===== src/rtl/eeprom_cmd_ctrl.sv =====
// rtl/eeprom_cmd_ctrl.sv - host command FIFO and one-at-a-time sequencer in front of the I2C EEPROM master
// Define EEPROM_WR_VERIFY_EN to read back every write after tWR and flag mismatches on rsp_err.
module eeprom_cmd_ctrl #(
   parameter int FIFO_DEPTH = 4,
   parameter int FIFO_AW    = 2,
   parameter int TWR_CYCLES = 250000,
   parameter int TWR_W      = 18
) (
   input  logic               clk,
   input  logic               reset_n,
   input  logic               cmd_valid,
   output logic               cmd_ready,
   input  logic               cmd_rw,
   input  logic [7:0]         cmd_addr,
   input  logic [7:0]         cmd_wdata,
   output logic               rsp_valid,
   input  logic               rsp_ready,
   output logic               rsp_rw,
   output logic [7:0]         rsp_addr,
   output logic [7:0]         rsp_rdata,
   output logic               rsp_err,
   output logic               wd_req,
   output logic               rd_req,
   output logic [7:0]         wr_reg_addr,
   output logic [7:0]         rd_reg_addr,
   output logic [7:0]         wr_data,
   input  logic [7:0]         rd_data,
   input  logic               wr_ack,
   input  logic               rd_ack,
   output logic               busy,
   output logic [FIFO_AW:0]   fifo_level
);

   localparam logic [FIFO_AW:0] LEVEL_FULL = (FIFO_AW+1)'(FIFO_DEPTH);
   localparam logic [TWR_W-1:0] TWR_LAST   = TWR_W'(TWR_CYCLES - 1);

   typedef enum logic [2:0] {
      S_IDLE,
      S_LOAD,
      S_ISSUE,
      S_TWR,
`ifdef EEPROM_WR_VERIFY_EN
      S_VERIFY,
`endif
      S_RSP
   } state_t;

   logic               fifo_rw    [FIFO_DEPTH];
   logic [7:0]         fifo_addr  [FIFO_DEPTH];
   logic [7:0]         fifo_wdata [FIFO_DEPTH];
   logic [FIFO_AW-1:0] wr_ptr;
   logic [FIFO_AW-1:0] rd_ptr;
   logic               push;
   logic               pop;

   state_t             state;
   logic               cmd_rw_q;
   logic [7:0]         cmd_addr_q;
   logic [7:0]         cmd_wdata_q;
   logic [TWR_W-1:0]   twr_cnt;
   logic               verify_q;
   logic               ack;

   assign cmd_ready = (fifo_level != LEVEL_FULL);
   assign push      = cmd_valid && cmd_ready;
   assign pop       = (state == S_IDLE) && (fifo_level != '0);
   assign ack       = wr_ack | rd_ack;
   assign busy      = (state != S_IDLE) || (fifo_level != '0);
   assign rsp_rw    = cmd_rw_q;
   assign rsp_addr  = cmd_addr_q;

   // Storage needs no reset; validity is tracked by the pointers and level.
   always_ff @(posedge clk) begin
      if (push) begin
         fifo_rw[wr_ptr]    <= cmd_rw;
         fifo_addr[wr_ptr]  <= cmd_addr;
         fifo_wdata[wr_ptr] <= cmd_wdata;
      end
   end

   always_ff @(posedge clk or negedge reset_n) begin
      if (!reset_n) begin
         wr_ptr     <= '0;
         rd_ptr     <= '0;
         fifo_level <= '0;
      end else begin
         if (push) wr_ptr <= wr_ptr + FIFO_AW'(1);
         if (pop)  rd_ptr <= rd_ptr + FIFO_AW'(1);
         case ({push, pop})
            2'b10:   fifo_level <= fifo_level + (FIFO_AW+1)'(1);
            2'b01:   fifo_level <= fifo_level - (FIFO_AW+1)'(1);
            default: fifo_level <= fifo_level;
         endcase
      end
   end

   always_ff @(posedge clk or negedge reset_n) begin
      if (!reset_n) begin
         state       <= S_IDLE;
         cmd_rw_q    <= 1'b0;
         cmd_addr_q  <= 8'h00;
         cmd_wdata_q <= 8'h00;
         twr_cnt     <= '0;
         verify_q    <= 1'b0;
         wd_req      <= 1'b0;
         rd_req      <= 1'b0;
         wr_reg_addr <= 8'h00;
         rd_reg_addr <= 8'h00;
         wr_data     <= 8'h00;
         rsp_valid   <= 1'b0;
         rsp_rdata   <= 8'h00;
         rsp_err     <= 1'b0;
      end else begin
         case (state)
            S_IDLE: begin
               if (pop) begin
                  cmd_rw_q    <= fifo_rw[rd_ptr];
                  cmd_addr_q  <= fifo_addr[rd_ptr];
                  cmd_wdata_q <= fifo_wdata[rd_ptr];
                  if (fifo_rw[rd_ptr]) begin
                     rd_reg_addr <= fifo_addr[rd_ptr];
                  end else begin
                     wr_reg_addr <= fifo_addr[rd_ptr];
                     wr_data     <= fifo_wdata[rd_ptr];
                  end
                  state <= S_LOAD;
               end
            end

            // Address/data settle one cycle ahead of the request level.
            S_LOAD: begin
               wd_req <= !cmd_rw_q;
               rd_req <= cmd_rw_q;
               state  <= S_ISSUE;
            end

            S_ISSUE: begin
               if (ack) begin
                  wd_req <= 1'b0;
                  rd_req <= 1'b0;
                  if (cmd_rw_q || verify_q) begin
                     rsp_rdata <= rd_data;
                     rsp_err   <= verify_q && (rd_data != cmd_wdata_q);
                     rsp_valid <= 1'b1;
                     state     <= S_RSP;
                  end else begin
                     twr_cnt <= '0;
                     state   <= S_TWR;
                  end
               end
            end

            S_TWR: begin
               if (twr_cnt == TWR_LAST) begin
`ifdef EEPROM_WR_VERIFY_EN
                  rd_reg_addr <= cmd_addr_q;
                  verify_q    <= 1'b1;
                  state       <= S_VERIFY;
`else
                  rsp_rdata   <= 8'h00;
                  rsp_err     <= 1'b0;
                  rsp_valid   <= 1'b1;
                  state       <= S_RSP;
`endif
               end else begin
                  twr_cnt <= twr_cnt + TWR_W'(1);
               end
            end

`ifdef EEPROM_WR_VERIFY_EN
            // Read-back reuses the ISSUE handshake with the read request.
            S_VERIFY: begin
               rd_req <= 1'b1;
               state  <= S_ISSUE;
            end
`endif

            S_RSP: begin
               if (rsp_ready) begin
                  rsp_valid <= 1'b0;
                  verify_q  <= 1'b0;
                  state     <= S_IDLE;
               end
            end

            default: state <= S_IDLE;
         endcase
      end
   end

endmodule

===== config.mk =====
export PLATFORM = sky130hd
export DESIGN_NAME = eeprom_cmd_ctrl
export DESIGN_NICKNAME = d
export VERILOG_FILES = /design/src/rtl/eeprom_cmd_ctrl.sv
export SDC_FILE = /design/constraint.sdc
export NUM_CORES = 1
export LEC_CHECK = 0
export BUFFER_PORTS_ARGS = -buffer_cell sky130_fd_sc_hd__buf_2
export CORE_ASPECT_RATIO = 1.5
export CORE_MARGIN = 2
export CORE_UTILIZATION = 41
export DETAILED_ROUTE_END_ITERATION = 16
export SLEW_MARGIN = 20
export SYNTH_ARGS = -nofsm -noshare
export SYNTH_HDL_FRONTEND = slang
export SYNTH_SLANG_ARGS = --single-unit

===== constraint.sdc =====
create_clock -name clk -period 4.2 [get_ports clk]
set_input_delay 0.42 -clock clk [delete_from_list [all_inputs] [get_ports clk]]
set_output_delay 0.42 -clock clk [all_outputs]
set_load 0.02 [all_outputs]

# Word-level counts from Yosys, hierarchy flattened
# Memory sizes are Yosys's and may differ from the RTL's. A register that Yosys moved wholly into a read port is not among the register bits.
# Cells that the tools add are included.
dict set report word_totals {
  ram_bits 68
  input_bits 31
  ff_bits 65
  wordCells 88
  latchBits 0
  out_inout_bits 50
  mem_count 3
  mem_bits_ro 0
}
# name depth word_bits read_ports rd_ports_with_merged_regs wr line_no
set mem_list {}
lappend mem_list {fifo_addr 4 8 1 0 1 49} ;# logic [7:0] fifo_addr [FIFO_DEPTH];
lappend mem_list {fifo_wdata 4 8 1 1 1 50} ;# logic [7:0] fifo_wdata [FIFO_DEPTH];
lappend mem_list {fifo_rw 4 1 1 0 1 48} ;# logic fifo_rw [FIFO_DEPTH];
dict set report classes {
  mux 29
  order_cmp 0
  n_eq_ne 15
  add_sub_neg 5
  multipliers 0
  n_reduce_logical 20
  n_bitwise 2
  div_mod_pow 0
  shift 0
}
# op n
set op_table {}
lappend op_table {{18-bit 2-to-1 mux} 3}
lappend op_table {{18-bit case mux with 2 select lines} 1}
lappend op_table {{8-bit 2-to-1 mux} 3}
lappend op_table {{18-bit by 1-bit adder with 18-bit output, second input constant} 1}
lappend op_table {{18-bit == test, second input constant} 1}
lappend op_table {{8-bit case mux with 2 select lines} 1}
lappend op_table {{3-bit 2-to-1 mux} 5}
lappend op_table {{3-bit case mux with 5 select lines} 1}
lappend op_table {{2-bit != test, second input constant} 7}
lappend op_table {{4-bit AND reduction} 3}
lappend op_table {{1-bit 2-to-1 mux} 10}
lappend op_table {{3-bit nonzero test} 3}
lappend op_table {{3-bit by 2-bit == test with 1-bit output, second input constant} 2}
lappend op_table {{1-bit case mux with 2 select lines} 3}
lappend op_table {{3-bit case mux with 2 select lines} 1}
lappend op_table {{3-bit AND reduction} 2}
lappend op_table {{2-bit nonzero test} 3}
lappend op_table {{5-bit AND reduction} 1}
lappend op_table {{2-bit by 1-bit adder with 2-bit output, second input constant} 2}
lappend op_table {{2-bit AND reduction} 2}
lappend op_table {{3-bit by 1-bit adder with 3-bit output, second input constant} 1}
lappend op_table {{3-bit by 1-bit == test with 1-bit output, second input constant} 1}
lappend op_table {{3-bit == test, second input constant} 1}
lappend op_table {{3-bit logical NOT} 1}
lappend op_table {{10 further kinds} 12}

# Longest topological paths before layout
# Gate-level depths: netlist of run 1.
dict set report logic_depth {
  word_depth 4
  ltp_mapped 10
  ltp_nobuf 10
}

# Worst setup path after synthesis of run 1
# Ideal clock, no wire load.
dict set report synth_path {
  kind {flip-flop to flip-flop}
  from {reg state[0]}
  to {reg fifo_level[2]}
  path_stages_with_launch 10
  t_arrival_ns 2.196
  slack_ns 1.925
  n_path_buf 2
  cell_sequence {dfrtp_1 -> clkbuf_1 -> nor4_2 -> buf_2 -> ha_1 -> inv_1 -> fa_1 -> xor2_1 -> nor2_1 -> xor2_1}
}
dict set report synth_between {
  elab_chain_cells 4
  word_cells_on_any_way 6
}
# element line_no
set synth_lines {}
lappend synth_lines {{from (decl)} 56} ;# state_t state;
lappend synth_lines {{from (signal assigned)} 99} ;# state <= S_IDLE;
lappend synth_lines {{from (signal assigned)} 126} ;# state <= S_LOAD;
lappend synth_lines {{from (signal assigned)} 134} ;# state <= S_ISSUE;
lappend synth_lines {{3-bit logical NOT (*)} 66} ;# assign pop = (state == S_IDLE) && (fifo_level != '0);
lappend synth_lines {{1-bit logical AND (*)} 66}
lappend synth_lines {{named net pop} 54} ;# logic pop;
lappend synth_lines {{2-bit by 1-bit == test with 1-bit output / 2-bit == test (equally long branches)} 89} ;# case ({push, pop})
lappend synth_lines {{3-bit case mux with 2 select lines / 2-bit nonzero test (equally long branches)} --}
lappend synth_lines {{to (signal assigned)} 90} ;# 2'b10: fifo_level <= fifo_level + (FIFO_AW+1)'(1);
lappend synth_lines {{to (signal assigned)} 91} ;# 2'b01: fifo_level <= fifo_level - (FIFO_AW+1)'(1);
lappend synth_lines {{to (signal assigned)} 92} ;# default: fifo_level <= fifo_level;
lappend synth_lines {{to (decl)} 31} ;# output logic [FIFO_AW:0] fifo_level
# The timed path passes the listed nets; every way through them passes the cells marked *.
# A chain may end at the register's enable or synchronous reset.

# Worst setup path in the final report of run 1
dict set report layout_path {
  from {reg rd_ptr[0]}
  to {reg wr_data[3], read port of fifo_wdata}
}
dict set report layout_between {
  elab_chain_cells 3
}
# element line_no
set layout_lines {}
lappend layout_lines {{from (decl)} 52} ;# logic [FIFO_AW-1:0] rd_ptr;
lappend layout_lines {{from (signal assigned)} 88} ;# if (pop) rd_ptr <= rd_ptr + FIFO_AW'(1);
lappend layout_lines {{memory read 4 x 1 bit} --}
lappend layout_lines {{1-bit NOT (no line)} --}
lappend layout_lines {{3-bit AND reduction (no line)} --}
lappend layout_lines {{to (decl)} 26} ;# output logic [7:0] wr_data,
# Parallel ways exist; a longest one is shown, timed or not.

==> out/qor.yml, run 1 <==
timing:
  finalSetupViolCount: 0
  finalClockSkew_ns: 0.0140
  hold_viol: 0
  rsz0062_at_grt: "false"
  fin_hold_ws_ns: 0.155
  fin_setup_tns_ns: 0
  final.period_utilization: 0.604
  worst_pin_slew_ns: 0.969
  max-slew-margin-rel: 0.354
  layout_min_cycle_time_ns: 2.54
  report.final.slew_viol_count: 0
  fmax_mhz: 394
floorplanning:
  die_y_um: 150
  dieArea_um2: 15100
  initial_core_util: 0.416
  rows: 53
  io_pins: 81
  dieWidth_um: 101
  core_area_um2: 13900
clocking:
  numCtsBuffers: 17
  root_buffer: "clkbuf_16"
  cts_resized: 0
  h-tree-depth: 4
  postCtsSetupBuffers: 0
  cts_hold_buf: 0
  cts_tree: "built"
  path_clk_slew_ns: 0.06
  clock_path_buffers: 2
  clock_sinks: 140
  insertion_delay_ns: 0.42
synthesis:
  yosys.cell_types.count: 58
  ys.flop_type: "dfrtp_1"
  synth_fp_nets: 413
  syn_area_um2: 5800
  syn_inst: 375
  ys_ff_latch: 140
  async_flop_share: 0.514
  ys_seq_area_frac: 0.663
  syn_area_per_cell_um2: 15.5
  synth-edff-count: 68
  ys_warn_count: 0
route:
  via_per_inst: 5.44
  wl_per_cell_um: 18.5
  dr.pass1.iters: 4
  detail-route-antenna-nets: 0
  drt_iter0_markers: 122
  drc: 0
  drt_wl_total_um: 11800
  num_vias: 3464
finish:
  diodes: 0
  seq_area_um2: 3840
  drive_gt1_frac: 0.337
  final_util: 0.493
  final_common_cell: "buf_2"
  finalNetCount: 497
  most-common-layout-cells: "buf_2, dfrtp_1, edfxtp_1"
  multi_input_area_um2: 1830
  fillers: 1199
  design_area_um2: 6860
  stdcell_count: 637
  areaGrowthSynthToFinish_pct: 18.4
grt:
  use_met2: 0.295
  grt_pass1_vias: 3570
  use_met1: 0.188
  grt_max_degree: 73
  grt_util_met3: 0.0528
  top_usage_layer: "met2"
  antenna_found_initial: 0
  grt-ovfl-total: 0
  grt_use_total: 0.168
  grt_pass1_wl_um: 18900
min_path:
  worst_hold_path_type: "in -> async"
critical_path:
  crit_family: "multiplexers"
  r2r_cells: 4
  path_max_fanout: 19
  cp_slowest_stage_delay_ns: 0.74
  crit_buf_inv: 1
  cp_slowest_cell: "nor2b_2"
  cp_data_arrival_time_ns: 2.84
  startpoint_type: "flop"
  worstPathRequired_ns: 4.50
  cp_num_cells: 4
  cp-end-kind: "flop"
  crit_type: "reg -> reg"
  crit_chain: "buf_4 -> mux4_2 -> nor2b_2 -> mux2_2"
placed_design:
  dp_cells: 605
  gp_congestion: 0.866
  place.port_buffers: 79
  placed_cell_area_um2: 6350
  dp_hpwl_um: 7890
run_status:
  status: "finished, final reports clean"
power:
  p_int_mw: 3.41
  p_comb_frac: 0.350
  p_sw_mw: 1.92
  p_leak_nw: 2.79
  sw_frac_of_total: 0.360
  clkPwrFrac: 0.243
  p_per_area_nw_per_um2: 777
  ir_worst_vdd_uv: 336
  p_seq_frac: 0.406
flow_run:
  drv_cap: 0
[power by group through the flow]
stage | clock [mW] | combinational [mW] | sequential, mW
final | 1.30 | 1.87 | 2.17
after global routing | 1.39 | 2.05 | 2.22
after CTS | 1.33 | 1.91 | 2.17
after detailed placement | 0 | 1.90 | 2.20
after global placement | 0 | 1.87 | 2.17
after floorplan | 0 | 1.10 | 2.38
[path summary, 6_finish.rpt]
path                                 from          endpoint  slack, ns
hold / removal                    reset_n       twr_cnt[11]       0.16
min in group clk             cmd_wdata[4]  fifo_wdata[3][4]       0.21
max in group asynchronous         reset_n        wr_data[6]       3.45
setup / recovery                rd_ptr[0]        wr_data[3]       1.66
setup reg to reg                rd_ptr[0]        wr_data[3]       1.66
hold reg to reg            wr_reg_addr[6]    wr_reg_addr[6]       0.48
[metal layers]
metal	wire length, um	vias to the layer above
met5	0	-
met4	197	0
met3	518	20
met2	6550	85
met1	4520	1765
li1	-	1594
[kinds of logic after synthesis]
logic type      after synthesis  share of synthesized area
fa+ha+maj                     7                     0.0164
flops                       140                      0.663
other cells                   1                   0.000647
compound gates               61                     0.0753
xor+xnor                      6                    0.00907
mux                          53                      0.135
simple gates                 78                     0.0775
buf+inv                      29                     0.0227
[state kept, by name (all words and copies together) (netlist names), 2 cells and up]
register and count:
state 3, rsp_addr 8, wr_data 8, wr_reg_addr 8
fifo_wdata 32, rsp_rdata 8, fifo_level 3, rd_reg_addr 8
wr_ptr 2, fifo_rw 4, fifo_addr 32, rd_ptr 2
twr_cnt 18
[through the flow]
stage / total power [mW] / setup slack (ns)
floorplan: 3.48 / 1.92
global route: 5.67 / 1.50
CTS: 5.41 / 1.56
global placement: 4.04 / 1.62
finish: 5.33 / 1.66
detailed placement: 4.10 / 1.57
[cells in the mapped netlist (all sizes together) (3+ instances only)]
cell	number	area (um2)
inv	12	45.0
nand2	20	80.1
mux4	17	383
nand3	8	40.0
dfrtp	72	1800
nor3	5	36.3
ha	6	75.1
a21oi	11	55.1
nor2	12	45.0
nand4	5	31.3
and3	8	50.1
edfxtp	68	2040
mux2i	4	40.0
o21a	3	30.0
xnor2	3	26.3
o21ai	15	75.1
xor2	3	26.3
clkbuf	6	22.5
a31oi	7	43.8
mux2	32	360
a211o	3	26.3
a22o	9	78.8
nor4	7	65.1
buf	11	63.8
[final cells by class]
type / instances / share of cell area
sequential: 140 / 0.560
multi-input combinational: 206 / 0.267
clock buffer: 20 / 0.0637
timing repair buffer: 82 / 0.0613
tap: 165 / 0.0301
clock inverter: 12 / 0.0111
inverter: 12 / 0.00657
Note: power is estimated with default switching activity, not from simulation.
==> run 2, diff against run 1 <==
clock period = 2.4 ns   (was 4.2 ns; I/O delays follow)
==> out/qor.yml, run 2 (synthesized netlist as in run 1, its figures left out) <==
grt:
  grt_pass1_vias: 3669
  grt_max_degree: 73
  antenna_found_initial: 0
  grt-ovfl-total: 0
  grt_pass1_wl_um: 19100
  grt_use_total: 0.168
timing:
  rsz0062_at_grt: "false"
  finalClockSkew_ns: 0.00894
  finalSetupViolCount: 0
  final.period_utilization: 0.927
  max-slew-margin-rel: 0.377
  hold_viol: 24
  fin_setup_tns_ns: 0
  layout_min_cycle_time_ns: 2.23
  worst_pin_slew_ns: 0.935
  report.final.slew_viol_count: 0
  fmax_mhz: 449
  fin_hold_ws_ns: -0.0245
clocking:
  root_buffer: "clkbuf_16"
  clock_path_buffers: 2
  cts_hold_buf: 0
  h-tree-depth: 4
  insertion_delay_ns: 0.41
  clock_sinks: 140
  postCtsSetupBuffers: 0
  path_clk_slew_ns: 0.06
  numCtsBuffers: 17
  cts_tree: "built"
  cts_resized: 0
finish:
  drive_gt1_frac: 0.365
  final_common_cell: "buf_2"
  diodes: 0
  areaGrowthSynthToFinish_pct: 21.6
  final_util: 0.506
  finalNetCount: 510
  most-common-layout-cells: "buf_2, dfrtp_1, edfxtp_1"
  top_regs: "fifo_addr x32, fifo_wdata x32, twr_cnt x18"
critical_path:
  crit_type: "reg -> reg"
  cp-end-kind: "flop"
  cp_data_arrival_time_ns: 2.52
  path_max_fanout: 9
  worstPathRequired_ns: 2.69
  startpoint_type: "flop"
  r2r_cells: 6
run_status:
  violations: "hold timing"
  status: "complete, but fails checks"
route:
  via_per_inst: 5.48
  wl_per_cell_um: 18.5
  drt_iter0_markers: 125
  drt_wl_total_um: 12000
  dr.pass1.iters: 4
  detail-route-antenna-nets: 0
  num_vias: 3563
  drc: 0
flow_run:
  drv_cap: 0
floorplanning:
  core_area_um2: 13900
  rows: 53
  io_pins: 81
  dieArea_um2: 15100
  die_y_um: 150
  dieWidth_um: 101
  initial_core_util: 0.416
placed_design:
  gp_congestion: 0.834
  place.port_buffers: 79
  dp_hpwl_um: 8050
power:
  p_per_area_nw_per_um2: 1390
  p_leak_nw: 2.91
  ir_worst_vdd_uv: 805
  finalPower_mw: 9.82
min_path:
  worst_hold_path_type: "in -> async"
run 2: layer usage:
layer,global-route usage,share of wire,vias to the layer above,wire length [um]
li1,-,-,1631,-
met1,0.203,0.40,1840,4850
met2,0.292,0.56,86,6700
met3,0.0383,0.034,6,404
met4,0.0574,0.0072,0,87
met5,0,0,-,0
run 2: layout make-up:
cell class	instances	area, um2
tap	165	206
clock buffer	18	429
timing repair buffer	95	531
clock inverter	14	160
sequential	140	3840
fill	1204	6880
inverter	12	45.0
multi-input combinational	206	1830
run 2: final timing paths:
check | start | endpoint | slack, ns
max | twr_cnt[0] | rsp_rdata[2] | 0.17
max reg2reg | twr_cnt[0] | rsp_rdata[2] | 0.17
min in group clk | cmd_wdata[1] | fifo_wdata[1][1] | 0.04
max in group asynchronous | reset_n | rsp_rw | 1.82
min reg2reg | wr_reg_addr[4] | wr_reg_addr[4] | 0.49
min | reset_n | wr_reg_addr[4] | -0.02
run 2: through the flow:
stage	setup slack (ns)	hold slack [ns]	cells	instance area (um2)
after floorplan	0.125	-0.0556	375	5800
after global routing	0.000336	0.0364	650	7050
after global placement	0.293	0.447	618	6460
after detailed placement	0.193	0.454	618	6460
final	0.174	-0.0245	650	7050
after CTS	0.172	0.0181	650	7050
run 2: worst max-delay path, stage by stage, from the launching register on:
cell     delay [ns]
dfrtp_1        0.44
ha_1           0.24
nand3_1        0.14
or4_4          0.54
nor3_4         0.21
o21ai_1        0.26
a22o_1         0.27
run 2: power breakdown:
group | total, mW | internal [mW] | leakage (nW) | switching, mW
Clock | 2.59 | 1.55 | 0.286 | 1.03
Sequential | 3.83 | 3.31 | 1.52 | 0.514
Combinational | 3.41 | 1.48 | 1.10 | 1.93
Total | 9.82 | 6.34 | 2.91 | 3.47
